[src/rtl/qa_sequencer.sv]
// qa_sequencer: control FSM for the Pikachu quick-attack animation; drives the quick_attack enables
// and gates its pixel stream to the VGA adapter. Define QA_SEQ_ERASE_EN to add a per-frame erase pass.
`timescale 1ns/1ps
module qa_sequencer #(
  parameter logic [2:0] ERASE_COLOUR = 3'b000
) (
  input  logic       clock,
  input  logic       reset_all,
  input  logic       start,
  input  logic       done_pikachu,
  input  logic       done_animate,
  input  logic       done_quick_attack,
  input  logic [8:0] p_qa_x,
  input  logic [7:0] p_qa_y,
  input  logic [2:0] p_qa_colour,
  output logic       enable_animate,
  output logic       enable_p_qa,
  output logic       enable_draw_pika,
  output logic [8:0] vga_x,
  output logic [7:0] vga_y,
  output logic [2:0] vga_colour,
  output logic       vga_plot,
  output logic       busy,
  output logic       attack_done,
  output logic [5:0] frames_drawn
);

  typedef enum logic [2:0] {
    ST_IDLE  = 3'd0,
    ST_DRAW  = 3'd1,
    ST_WAIT  = 3'd2,
`ifdef QA_SEQ_ERASE_EN
    ST_ERASE = 3'd3,
`endif
    ST_MOVE  = 3'd4,
    ST_FINAL = 3'd5,
    ST_DONE  = 3'd6
  } state_t;

  state_t     r_state;
  logic       r_fin_flag;
  logic [5:0] r_frames;

  // Sequencer state, frame counter and sticky end-of-attack flag.
  always_ff @(posedge clock or negedge reset_all) begin
    if (!reset_all) begin
      r_state    <= ST_IDLE;
      r_fin_flag <= 1'b0;
      r_frames   <= 6'd0;
    end else begin
      case (r_state)
        ST_IDLE: begin
          if (start) begin
            r_state  <= ST_DRAW;
            r_frames <= 6'd0;
          end
        end
        ST_DRAW: begin
          if (done_pikachu) r_state <= ST_WAIT;
        end
        ST_WAIT: begin
`ifdef QA_SEQ_ERASE_EN
          if (done_animate) r_state <= ST_ERASE;
`else
          if (done_animate) r_state <= ST_MOVE;
`endif
        end
`ifdef QA_SEQ_ERASE_EN
        ST_ERASE: begin
          if (done_pikachu) r_state <= ST_MOVE;
        end
`endif
        ST_MOVE: begin
          if (r_fin_flag) begin
            r_state <= ST_FINAL;
          end else begin
            r_state <= ST_DRAW;
            if (r_frames != 6'd63) r_frames <= r_frames + 6'd1;
          end
        end
        ST_FINAL: begin
          if (done_pikachu) r_state <= ST_DONE;
        end
        ST_DONE: r_state <= ST_IDLE;
        default: r_state <= ST_IDLE;
      endcase

      // Flag is captured in every active state, including on the cycle of a transition.
      if (r_state == ST_IDLE) begin
        if (start) r_fin_flag <= 1'b0;
      end else if (done_quick_attack) begin
        r_fin_flag <= 1'b1;
      end
    end
  end

  // State decode for the drawer enables and the VGA pixel gate.
  always_comb begin
    enable_animate   = 1'b0;
    enable_p_qa      = 1'b0;
    enable_draw_pika = 1'b0;
    vga_plot         = 1'b0;
    vga_colour       = 3'b000;
    busy             = 1'b1;
    attack_done      = 1'b0;
    case (r_state)
      ST_IDLE: begin
        busy = 1'b0;
      end
      ST_DRAW, ST_FINAL: begin
        enable_animate   = 1'b1;
        enable_draw_pika = 1'b1;
        vga_plot         = 1'b1;
        vga_colour       = p_qa_colour;
      end
      ST_WAIT: begin
        enable_animate = 1'b1;
      end
`ifdef QA_SEQ_ERASE_EN
      ST_ERASE: begin
        enable_animate   = 1'b1;
        enable_draw_pika = 1'b1;
        vga_plot         = 1'b1;
        vga_colour       = ERASE_COLOUR;
      end
`endif
      ST_MOVE: begin
        enable_animate = 1'b1;
        enable_p_qa    = ~r_fin_flag;
      end
      ST_DONE: begin
        attack_done = 1'b1;
      end
      default: begin
        busy = 1'b0;
      end
    endcase
  end

  assign vga_x        = p_qa_x;
  assign vga_y        = p_qa_y;
  assign frames_drawn = r_frames;

`ifndef QA_SEQ_ERASE_EN
  logic w_unused_erase_colour;
  assign w_unused_erase_colour = ^ERASE_COLOUR;
`endif

endmodule

[config.mk]
export PLATFORM = sky130hd
export DESIGN_NAME = qa_sequencer
export DESIGN_NICKNAME = d
export VERILOG_FILES = /design/src/rtl/qa_sequencer.sv
export SDC_FILE = /design/constraint.sdc
export NUM_CORES = 1
export LEC_CHECK = 0
export BUFFER_PORTS_ARGS = -buffer_cell sky130_fd_sc_hd__buf_2
export CAP_MARGIN = 15
export CORE_MARGIN = 2
export CORE_UTILIZATION = 39
export CTS_CLUSTER_DIAMETER = 80
export DETAILED_ROUTE_END_ITERATION = 10
export GPL_ROUTABILITY_DRIVEN = 0
export PLACE_DENSITY = 0.78
export SYNTH_ARGS = -nofsm -noshare
export SYNTH_HDL_FRONTEND = slang
export SYNTH_SLANG_ARGS = --single-unit
[constraint.sdc]
create_clock -name clock -period 1.65 [get_ports clock]
set_clock_uncertainty 0.1 [all_clocks]
set_input_delay 0.0825 -clock clock [delete_from_list [all_inputs] [get_ports clock]]
set_output_delay 0.0825 -clock clock [all_outputs]
set_load 0.01 [all_outputs]
* Word-level counts from Yosys, hierarchy flattened
Index checks and enable logic that the tools add are counted.
Word-level totals: flip-flop bits (word level) 10, input port bits 26, output and inout bits 32, logic and storage cells 45
Operators by class: add/sub/neg operators 1, eq/ne operators 12, multiplexer cells 19, bitwise gates (word level) 1, reduce and logical (&&, ||, !) cells 9
Operator list (number):
- 3-bit 2-to-1 mux | 6
- 6-bit 2-to-1 mux | 3
- 3-bit case mux with 5 select lines | 1
- 2-bit != test, second input constant | 6
- 6-bit case mux with 2 select lines | 1
- 3-bit == test, second input constant | 3
- 1-bit 2-to-1 mux | 8
- 4-bit AND reduction | 2
- 6-bit by 1-bit adder with 6-bit output, second input constant | 1
- 6-bit != test, second input constant | 1
- 5-bit OR reduction | 1
- 2-bit nonzero test | 2
- 4-bit OR reduction | 1
- 3-bit by 1-bit == test with 1-bit output, second input constant | 1
- 3-bit by 2-bit == test with 1-bit output, second input constant | 1
- 3-bit logical NOT | 1
- 2-bit AND reduction | 1
- 2-bit OR reduction | 1
- 1-bit inverter | 1

* Depth between registers and ports, before layout
Gate-level depths: netlist of the first run.
depth after elaboration 4, depth in mapped cells 5, gate-level depth less buffers 5

* Least setup slack after synthesis of the first run
No wires, ideal clock.
path kind flip-flop to flip-flop, from register r_frames[0] (netlist: frames_drawn[0]), to register r_frames[5] (netlist: frames_drawn[5]), setup time 0.124 ns, data arrival time 1.191 ns, data required time 1.426 ns, setup slack 0.235 ns, cell stages (with the launch flop) 5, buffers on the path 0, clock period less this slack 1.415 ns, path through dfrtp_1 -> ha_1 -> nand4_1 -> o21ai_2 -> a211o_1
Between the ends: word-level cells in the longest chain between the ends 4, elaborated cells on any way between the ends 7, those cells by class add/sub (1); eq/ne (2); mux (3); reduce/logical (1)
Ends and longest elaborated chain:
- start, declared | RTL line 42 | logic [5:0] r_frames;
- start signal, assigned | RTL line 78 | if (r_frames != 6'd63) r_frames <= r_frames + 6'd1;
- 6-bit by 1-bit adder with 6-bit output | RTL line 78
- 6-bit 2-to-1 mux | RTL line 78
- 6-bit 2-to-1 mux | RTL line 74 | if (r_fin_flag) begin
- 6-bit case mux with 2 select lines | RTL line 51 | case (r_state)
Several ways; a longest one is shown, not always the timed one. The select of a mux whose other input is x is not followed. A chain may end at the register's enable or synchronous reset.

* Worst setup path after layout of the first run
from register r_state[2], to output enable_animate
Between the ends: word-level cells in the longest chain between the ends 3, elaborated cells on any way between the ends 6, those cells by class eq/ne (4); mux (1); reduce/logical (1)
Ends and longest elaborated chain:
- start, declared | RTL line 40 | state_t r_state;
- start signal, assigned | RTL line 47 | r_state <= ST_IDLE;
- start signal, assigned | RTL line 54 | r_state <= ST_DRAW;
- start signal, assigned | RTL line 59 | if (done_pikachu) r_state <= ST_WAIT;
- 3-bit == test (tied with other cells) | RTL line 106 | case (r_state)
- 4-bit OR reduction (no line) (*)
- 1-bit 2-to-1 mux (*) | RTL line 106
- end, declared | RTL line 16 | output logic enable_animate,
Every way passes the cells marked *; elsewhere a longest branch is shown, timed or not.

==> results of run 1 <==
[cells in the final DEF (no fill, tap or decap), types with 2 or more instances in the layout]
master          n
o211ai_1        2
a21oi_1         2
buf_2          23
nand3_1         3
clkbuf_4        3
o21ai_1         3
dlygate4sd3_1   5
nand2_1         4
dfrtp_1         9
nor2_1          6
nand3b_1        2
nand2b_1        2
and2_1          4
o21ai_0         5
[power breakdown]
group	total [W]	internal, W	leakage, nW	switching, W
Clock	0.000221	0.000134	0.0210	0.0000874
Sequential	0.000479	0.000317	0.130	0.000162
Combinational	0.000600	0.000291	0.253	0.000309
Total	0.00130	0.000742	0.404	0.000558
[repair_timing]
action / CTS / global route
endpoints found under the setup margin: 2 / 0
gates resized for setup: 2 / 0
hold buffers: 5 / 0
hold endpoints to repair: 14 / 0
[how the worst max path moves through the flow]
stage	start	end	slack [ns]	cells after the start
floorplan	frames_drawn[0]	frames_drawn[5]	0.23	4
global placement	r_state[2]	frames_drawn[5]	0.22	3
detailed placement	r_state[2]	frames_drawn[5]	0.15	3
CTS	r_state[2]	enable_animate	0.09	4
global route	r_state[0]	vga_colour[1]	0.0009	3
finish	r_state[2]	enable_animate	0.10	4
[worst register-to-register path, stage by stage (launching register included)]
cell and delay, ns:
dfrtp_1 0.42, ha_1 0.25, nand4_1 0.16, o21ai_2 0.12, a211o_1 0.30
[state kept, by name, summed over array words and instances (netlist names)]
name	cells
r_fin_flag	1
frames_drawn	6
r_state	3
[layer usage]
metal / global-route usage [%] / vias to the layer above / share of wire (%)
li1: - / 315 / -
met1: 18.3 / 290 / 41
met2: 22.0 / 28 / 49
met3: 4.63 / 4 / 8.2
met4: 8.57 / 0 / 1.9
met5: 0 / - / 0
[per-stage QoR]
step | instance area [um^2] | utilization (%) | cells | setup slack, ns
2_1_floorplan | 767 | - | 86 | 0.235
3_3_place_gp | 761 | 40.0 | 116 | 0.216
3_5_place_dp | 761 | 40.0 | 116 | 0.152
4_1_cts | 853 | 44.9 | 125 | 0.0927
5_1_grt | 853 | 44.9 | 125 | 0.000911
6_report | 853 | 44.9 | 125 | 0.101
[layout make-up]
type / instances / share of cell area [%]
Tap cell: 27 / 3.96
Sequential cell: 10 / 29.5
Timing Repair Buffer: 29 / 20.2
Inverter: 1 / 0.440
Clock buffer: 4 / 4.25
Multi-Input combinational cell: 54 / 41.6
[kinds of logic (layout without fill, tap and decap cells)]
| family | Yosys count | in the layout | share of synthesized area [%] |
|---|---|---|---|
| AO/OA/AOI/OAI | 22 | 22 | 20.1 |
| adder cells (fa/ha/maj) | 1 | 1 | 1.63 |
| buffers and inverters | 22 | 34 | 21.7 |
| flip-flops | 10 | 10 | 32.6 |
| AND/OR/NAND/NOR | 31 | 31 | 24.0 |
==> results.toml, run 1 <==
[power_and_ir_drop]
p_leak_nw = 0.404
total_power_w = 0.00130
cellPowerDensity_mw_per_mm2 = 1520
ir_drop_uv = 541

[synth]
yosys_most_used_dff = "dfrtp_1"
ys_top_cells_by_area = "dfrtp_1 (33%), buf_4 (18%), and2_1 (3.3%)"
synth_most_common_cell = "buf_4"
synth_top_area_share_pct = 32.6
ys_top_cells_by_count = "buf_4 (18), dfrtp_1 (10), nor2_1 (6)"
synth_seq_area_share_pct = 32.6
synth_cell_type_count = 35
ys_warn_count = 0
synthArstFlopShare_pct = 100
ys_ff_latch = 10
synth_area_leader_cell = "dfrtp_1"
synth.avg_cell_area_um2 = 8.92
synth_edf_count = 0
netlist_instances = 86
syn_area_um2 = 767
syn_nets = 113

[min_path]
min_delay_path_depth = 0
holdPathEnd = "vga_x[2]"
min_from = "p_qa_x[2]"
hp-class = "in2out"

[setup_path]
critPathArrivalTime_ns = 1.37
cp_max_fo = 14
critPathLaunchType = "flip-flop"
required_ns = 1.47
critPathTopFamily = "flip-flops"
critPathKind = "reg2out"
critPathMaxStageDelay_ns = 0.50
slowest_stage = "dfrtp_2"
crit_chain = "buf_4, o21a_1, nor2_1, buf_2"
reg2reg_slack_ns = 0.19
endpoint_kind = "primary output"
r2r-end = "frames_drawn[5]"
worstRegToRegCells = 4
critPathBufInv = 2
r2r-start = "frames_drawn[0]"

[timing]
worstMarginPinSlew_ns = 0.400
hold_viol = 0
rsz0062_at_grt = "no"
slew_headroom_pct = 73.2
maxSlewViolCount = 0
setup_viol_count_final = 0
setup_tns_ns = 0
whs_ns = 0.0650
fin_crit_sh_pct = 93.9
fmax_mhz = 645
period_minus_slack_ns = 1.55

[floorplanning]
num_io_pins = 58
die_x_um = 48.3
initial_core_util_pct = 40.3
die_y_um = 48.3
fp-row-count = 16
die_area_mm2 = 0.00234
core_area_mm2 = 0.00190

[routing]
vias_per_cell = 5.10
wl_um = 1510
vias = 637
dr.pass1.iters = 4
first_iter_violations = 7
drtAntennaViolNets = 0
drc = 0
wl_per_cell_um = 12.1

[placement]
dp_hpwl_um = 1080
port_buffers = 23

[clock_tree]
clock-root-buffer = "clkbuf_4"
clock_latency_ns = 0.27
numCtsBuffers = 3
cts_tree = "yes"
numClockSinks = 10
cts.clk_slew.worst_paths_ns = 0.07
cts_setup_buffers = 0
clockBufferDepth = 2
htree_levels = 1

[final_layout]
fillers = 174
diodes = 0
regArea_um2 = 251
fin_nets = 126
drive_gt1_share_pct = 37.8
multi_input_area_um2 = 355
syn_to_final_growth_pct = 11.3

[global_route]
gr-total-overflow = 0
grt_pass1_wl_um = 2720
grt_pass1_vias = 586
grt_max_degree = 15
track_usage_pct = 14.6
antenna_found_initial = 0

[status]
outcome = "complete, no violations"

[job]
cap_violations = 0
No activity file was read; power rests on OpenSTA's default activity.
==> inputs of run 2 (changes only) <==
==> constraint.sdc (replaced) <==
create_clock -name clock -period 1.65 [get_ports clock]
set_clock_uncertainty 0.1 [all_clocks]
set_input_delay 0.0825 -clock clock [delete_from_list [all_inputs] [get_ports clock]]
set_output_delay 0.0825 -clock clock [all_outputs]
set_load 0.02 [all_outputs]
==> results.toml, run 2 (synthesis results as in run 1) <==
[status]
outcome = "complete, no violations"

[setup_path]
critPathArrivalTime_ns = 1.32
critPathKind = "reg2out"
critPathMaxStageDelay_ns = 0.49
required_ns = 1.47
crit_chain = "and2b_1, and2_1, buf_2"
cp_max_fo = 8
slowest_stage = "dfrtp_1"
endpoint_kind = "primary output"
critPathLaunchType = "flip-flop"

[final_layout]
mostFrequentLayoutCells = "buf_2 (23), dfrtp_1 (8), nor2_1 (6), o21ai_0 (5), dlygate4sd3_1 (5)"
fin_nets = 128
drive_gt1_share_pct = 40.0
final_common_cell = "buf_2"
syn_to_final_growth_pct = 13.4
diodes = 0
design_area_um2 = 870
largest_register_ffs = 6

[power_and_ir_drop]
total_power_w = 0.00146
cellPowerDensity_mw_per_mm2 = 1680
ir_drop_uv = 575
p_leak_nw = 0.414

[floorplanning]
num_io_pins = 58
fp-row-count = 16
initial_core_util_pct = 40.3
core_area_mm2 = 0.00190
die_x_um = 48.3
die_area_mm2 = 0.00234
die_y_um = 48.3

[placement]
dpl_cell_area_um2 = 761
dp_hpwl_um = 1100
port_buffers = 23

[timing]
setup_viol_count_final = 0
slew_headroom_pct = 74.2
fmax_mhz = 667
rsz0062_at_grt = "no"
maxSlewViolCount = 0
setup_tns_ns = 0
worstMarginPinSlew_ns = 0.386
fin_crit_sh_pct = 90.8
hold_viol = 0
period_minus_slack_ns = 1.50

[clock_tree]
cts.clk_slew.worst_paths_ns = 0.07
numCtsBuffers = 3
htree_levels = 1
clock_latency_ns = 0.28
cts_tree = "yes"
clock-root-buffer = "clkbuf_4"
numClockSinks = 10
clockBufferDepth = 2

[global_route]
grt_max_degree = 15
track_usage_pct = 14.1
gr-total-overflow = 0
antenna_found_initial = 0
grt_pass1_wl_um = 2620
grt_pass1_vias = 607

[routing]
wl_per_cell_um = 13.4
drtAntennaViolNets = 0
vias_per_cell = 5.14
first_iter_violations = 7
dr.pass1.iters = 4
wl_um = 1710
drc = 0
vias = 653

[job]
cap_violations = 0

[min_path]
hp-class = "in2out"
run 2: where the power goes:
part / switching, W / leakage [nW] / internal [W]
clock: 0.0000948 / 0.0210 / 0.000134
sequential: 0.000132 / 0.129 / 0.000320
combinational: 0.000459 / 0.263 / 0.000317
total: 0.000686 / 0.414 / 0.000771
run 2: worst paths after layout:
kind,slack (ns),end,start,depth (start not counted)
worst min-delay path,0.07,vga_x[2],p_qa_x[2],0
min in group asynchronous,0.10,frames_drawn[4],reset_all,2
worst max-delay path,0.15,attack_done,r_state[1],3
max in group asynchronous,1.14,r_state[0],reset_all,2
worst max register to register,0.15,frames_drawn[2],frames_drawn[0],5
worst min register to register,0.50,r_state[2],r_state[2],2
run 2: repair_timing:
item | CTS | global route
endpoints found under the setup margin | 2 | 4
hold endpoints to repair | 14 | 0
resized for setup | 2 | 1
hold buffers | 5 | 0
setup buffers | 0 | 2
run 2: final cells by class:
| class | instances | area (um^2) |
|---|---|---|
| multi-input cells | 54 | 355 |
| well taps | 27 | 33.8 |
| flip-flops and latches | 10 | 253 |
| fillers | 170 | 1030 |
| inverters | 1 | 3.75 |
| repair buffers | 31 | 188 |
| clock buffers | 4 | 36.3 |
run 2: critical path, delay by kind of cell, from the launching register on:
family	cells	cell delay, ns
buffers and inverters	1	0.15
DFF	1	0.49
and+or+nand+nor	2	0.40
run 2: per-layer routing:
layer | global-route usage (%) | part of all wire [%]
met5 | 0 | 0
met4 | 7.14 | 2.2
met3 | 4.63 | 7.7
met2 | 23.8 | 52
met1 | 15.9 | 39
run 2: stage by stage:
step	hold WS, ns	setup WS, ns	instances	util (%)
after floorplan	-0.313	0.177	86	-
after global placement	-0.146	0.214	116	40.0
after detailed placement	-0.145	0.181	116	40.0
after CTS	0.0651	0.0677	125	44.9
after global routing	0.0651	0.0170	127	45.7
final	0.0650	0.151	127	45.7
==> inputs of run 3 (changes only) <==
--- a/config.mk
+++ b/config.mk
@@ -8,11 +8,11 @@
 export BUFFER_PORTS_ARGS = -buffer_cell sky130_fd_sc_hd__buf_2
 export CAP_MARGIN = 15
 export CORE_MARGIN = 2
-export CORE_UTILIZATION = 39
+export CORE_UTILIZATION = 42
 export CTS_CLUSTER_DIAMETER = 80
 export DETAILED_ROUTE_END_ITERATION = 10
 export GPL_ROUTABILITY_DRIVEN = 0
-export PLACE_DENSITY = 0.78
+export PLACE_DENSITY = 0.84
 export SYNTH_ARGS = -nofsm -noshare
 export SYNTH_HDL_FRONTEND = slang
 export SYNTH_SLANG_ARGS = --single-unit
==> constraint.sdc (replaced) <==
create_clock -name clock -period 1.9 [get_ports clock]
set_clock_uncertainty 0.1 [all_clocks]
set_input_delay 0.095 -clock clock [delete_from_list [all_inputs] [get_ports clock]]
set_output_delay 0.095 -clock clock [all_outputs]
set_load 0.02 [all_outputs]
==> results.toml, run 3 (synthesis results as in run 1) <==
[placement]
dp_cells = 113
port_buffers = 23
place_worst_setup_slack_ns = 0.350
dp_hpwl_um = 1130

[floorplanning]
core_area_mm2 = 0.00173
die_area_mm2 = 0.00218
initial_core_util_pct = 44.4
die_y_um = 46.7
num_io_pins = 58
fp-row-count = 15
die_x_um = 46.7

[final_layout]
diodes = 0
drive_gt1_share_pct = 36.1
final_common_cell = "buf_2"
largest_register_ffs = 6
mostFrequentLayoutCells = "buf_2 (23), dfrtp_1 (10), nor2_1 (6), o21ai_0 (5), dlygate4sd3_1 (5)"
instances_no_fill = 122
fin_nets = 125
syn_to_final_growth_pct = 9.79

[setup_path]
critPathBufInv = 1
critPathKind = "reg2reg"
reg2reg_slack_ns = 0.13
critPathArrivalTime_ns = 1.83
critPathLaunchType = "flip-flop"
crit_chain = "nor3_2, o22ai_1, dlygate4sd3_1"
critPathTopFamily = "flip-flops"
endpoint_kind = "flip-flop"
crit_cells = 3
worstRegToRegCells = 3
r2r-start = "r_state[2]"
critPathMaxStageDelay_ns = 0.59
slowest_stage = "dfrtp_1"
required_ns = 1.96
r2r-end = "r_fin_flag"
cp_max_fo = 20

[global_route]
met3_usage_pct = 3.46
track_usage_pct = 15.6
grt_max_degree = 21
busiest_layer = "met2"
gr-total-overflow = 0
grtUsageMet2_pct = 21.1
met1_usage_pct = 19.0
grt_pass1_vias = 496
grt_pass1_wl_um = 2290
antenna_found_initial = 0

[timing]
rsz0062_at_grt = "no"
worstMarginPinSlew_ns = 0.578
period_minus_slack_ns = 1.77
slew_headroom_pct = 61.5
hold_viol = 0
fmax_mhz = 566
maxSlewViolCount = 0
setup_viol_count_final = 0
setup_tns_ns = 0
fin_crit_sh_pct = 93.0
post-route-worst-setup-slack_ns = 0.134

[power_and_ir_drop]
p_leak_nw = 0.399
p_sw_w = 0.000580
pwr-share-seq_pct = 35.3
pwr-share-clk_pct = 15.9
cellPowerDensity_mw_per_mm2 = 1460
combPwrFrac_pct = 48.8
ir_drop_uv = 833
intPower_w = 0.000647
switching_share_pct = 47.3

[clock_tree]
cts.clk_slew.worst_paths_ns = 0.07
cts_tree = "yes"
clock-root-buffer = "clkbuf_4"
clockBufferDepth = 2
numClockSinks = 10
htree_levels = 1
numCtsBuffers = 3
cts_setup_buffers = 0
clock_latency_ns = 0.27

[routing]
drc = 0
wl_per_cell_um = 13.5
dr.pass1.iters = 4
vias_per_cell = 5.45
vias = 665
drtAntennaViolNets = 0
wl_um = 1650
first_iter_violations = 13

[job]
cap_violations = 0

[status]
outcome = "complete, no violations"

[min_path]
hp-class = "in2reg"
min_delay_path_depth = 3
holdPathEnd = "r_state[0]"
min_from = "start"
## run 3: cell count changes in the layout (fill, tap and decap cells not counted), sizes merged
cell,change
buf,-3
## run 3: worst max path at each step
stage                          from         endpoint  slack, ns
CTS                      r_state[2]       r_fin_flag       0.06
global placement         r_state[2]  frames_drawn[5]       0.39
detailed placement       r_state[2]  frames_drawn[3]       0.35
finish                   r_state[2]       r_fin_flag       0.13
global route             r_state[2]       r_fin_flag       0.04
floorplan           frames_drawn[0]  frames_drawn[5]       0.43
## run 3: per-layer routing
metal  part of all wire (%)  up-vias
met3                     10       15
met2                     47       36
met1                     37      303
li1                       -      311
met5                      0        -
met4                    5.5        0
## run 3: power groups by stage
stage          clock network [W]  logic (W)  registers (W)
6_report                0.000195   0.000599       0.000433
5_1_grt                 0.000211   0.000651       0.000448
4_1_cts                 0.000200   0.000593       0.000422
3_5_place_dp                   0   0.000568       0.000426
3_3_place_gp                   0   0.000557       0.000419
2_1_floorplan                  0   0.000554       0.000377
## run 3: final cells by class
| cell class | count | area (um^2) |
|---|---|---|
| Tap cell | 25 | 31.3 |
| Multi-Input combinational cell | 54 | 355 |
| Inverter | 1 | 3.75 |
| Fill cell | 159 | 885 |
| Clock buffer | 4 | 36.3 |
| Sequential cell | 10 | 250 |
| Timing Repair Buffer | 28 | 165 |
## run 3: worst min-delay path: stages
cell      delay (ns)
buf_2           0.13
nor3_1          0.13
a211oi_1        0.07
## run 3: repair_timing
action | CTS | global route
hold buffers | 5 | 0
endpoints found under the setup margin | 0 | 1
hold endpoints to repair | 14 | 0
resized for setup | 0 | 1
## run 3: stage by stage
| step | hold slack, ns | util [%] | area (um^2) | total power, W |
|---|---|---|---|---|
| floorplan | -0.301 | - | 767 | 0.000931 |
| global placement | -0.132 | 43.5 | 751 | 0.000977 |
| detailed placement | -0.133 | 43.5 | 751 | 0.000994 |
| CTS | 0.0790 | 48.5 | 837 | 0.00122 |
| global route | 0.0900 | 48.8 | 842 | 0.00131 |
| finish | 0.0847 | 48.8 | 842 | 0.00123 |
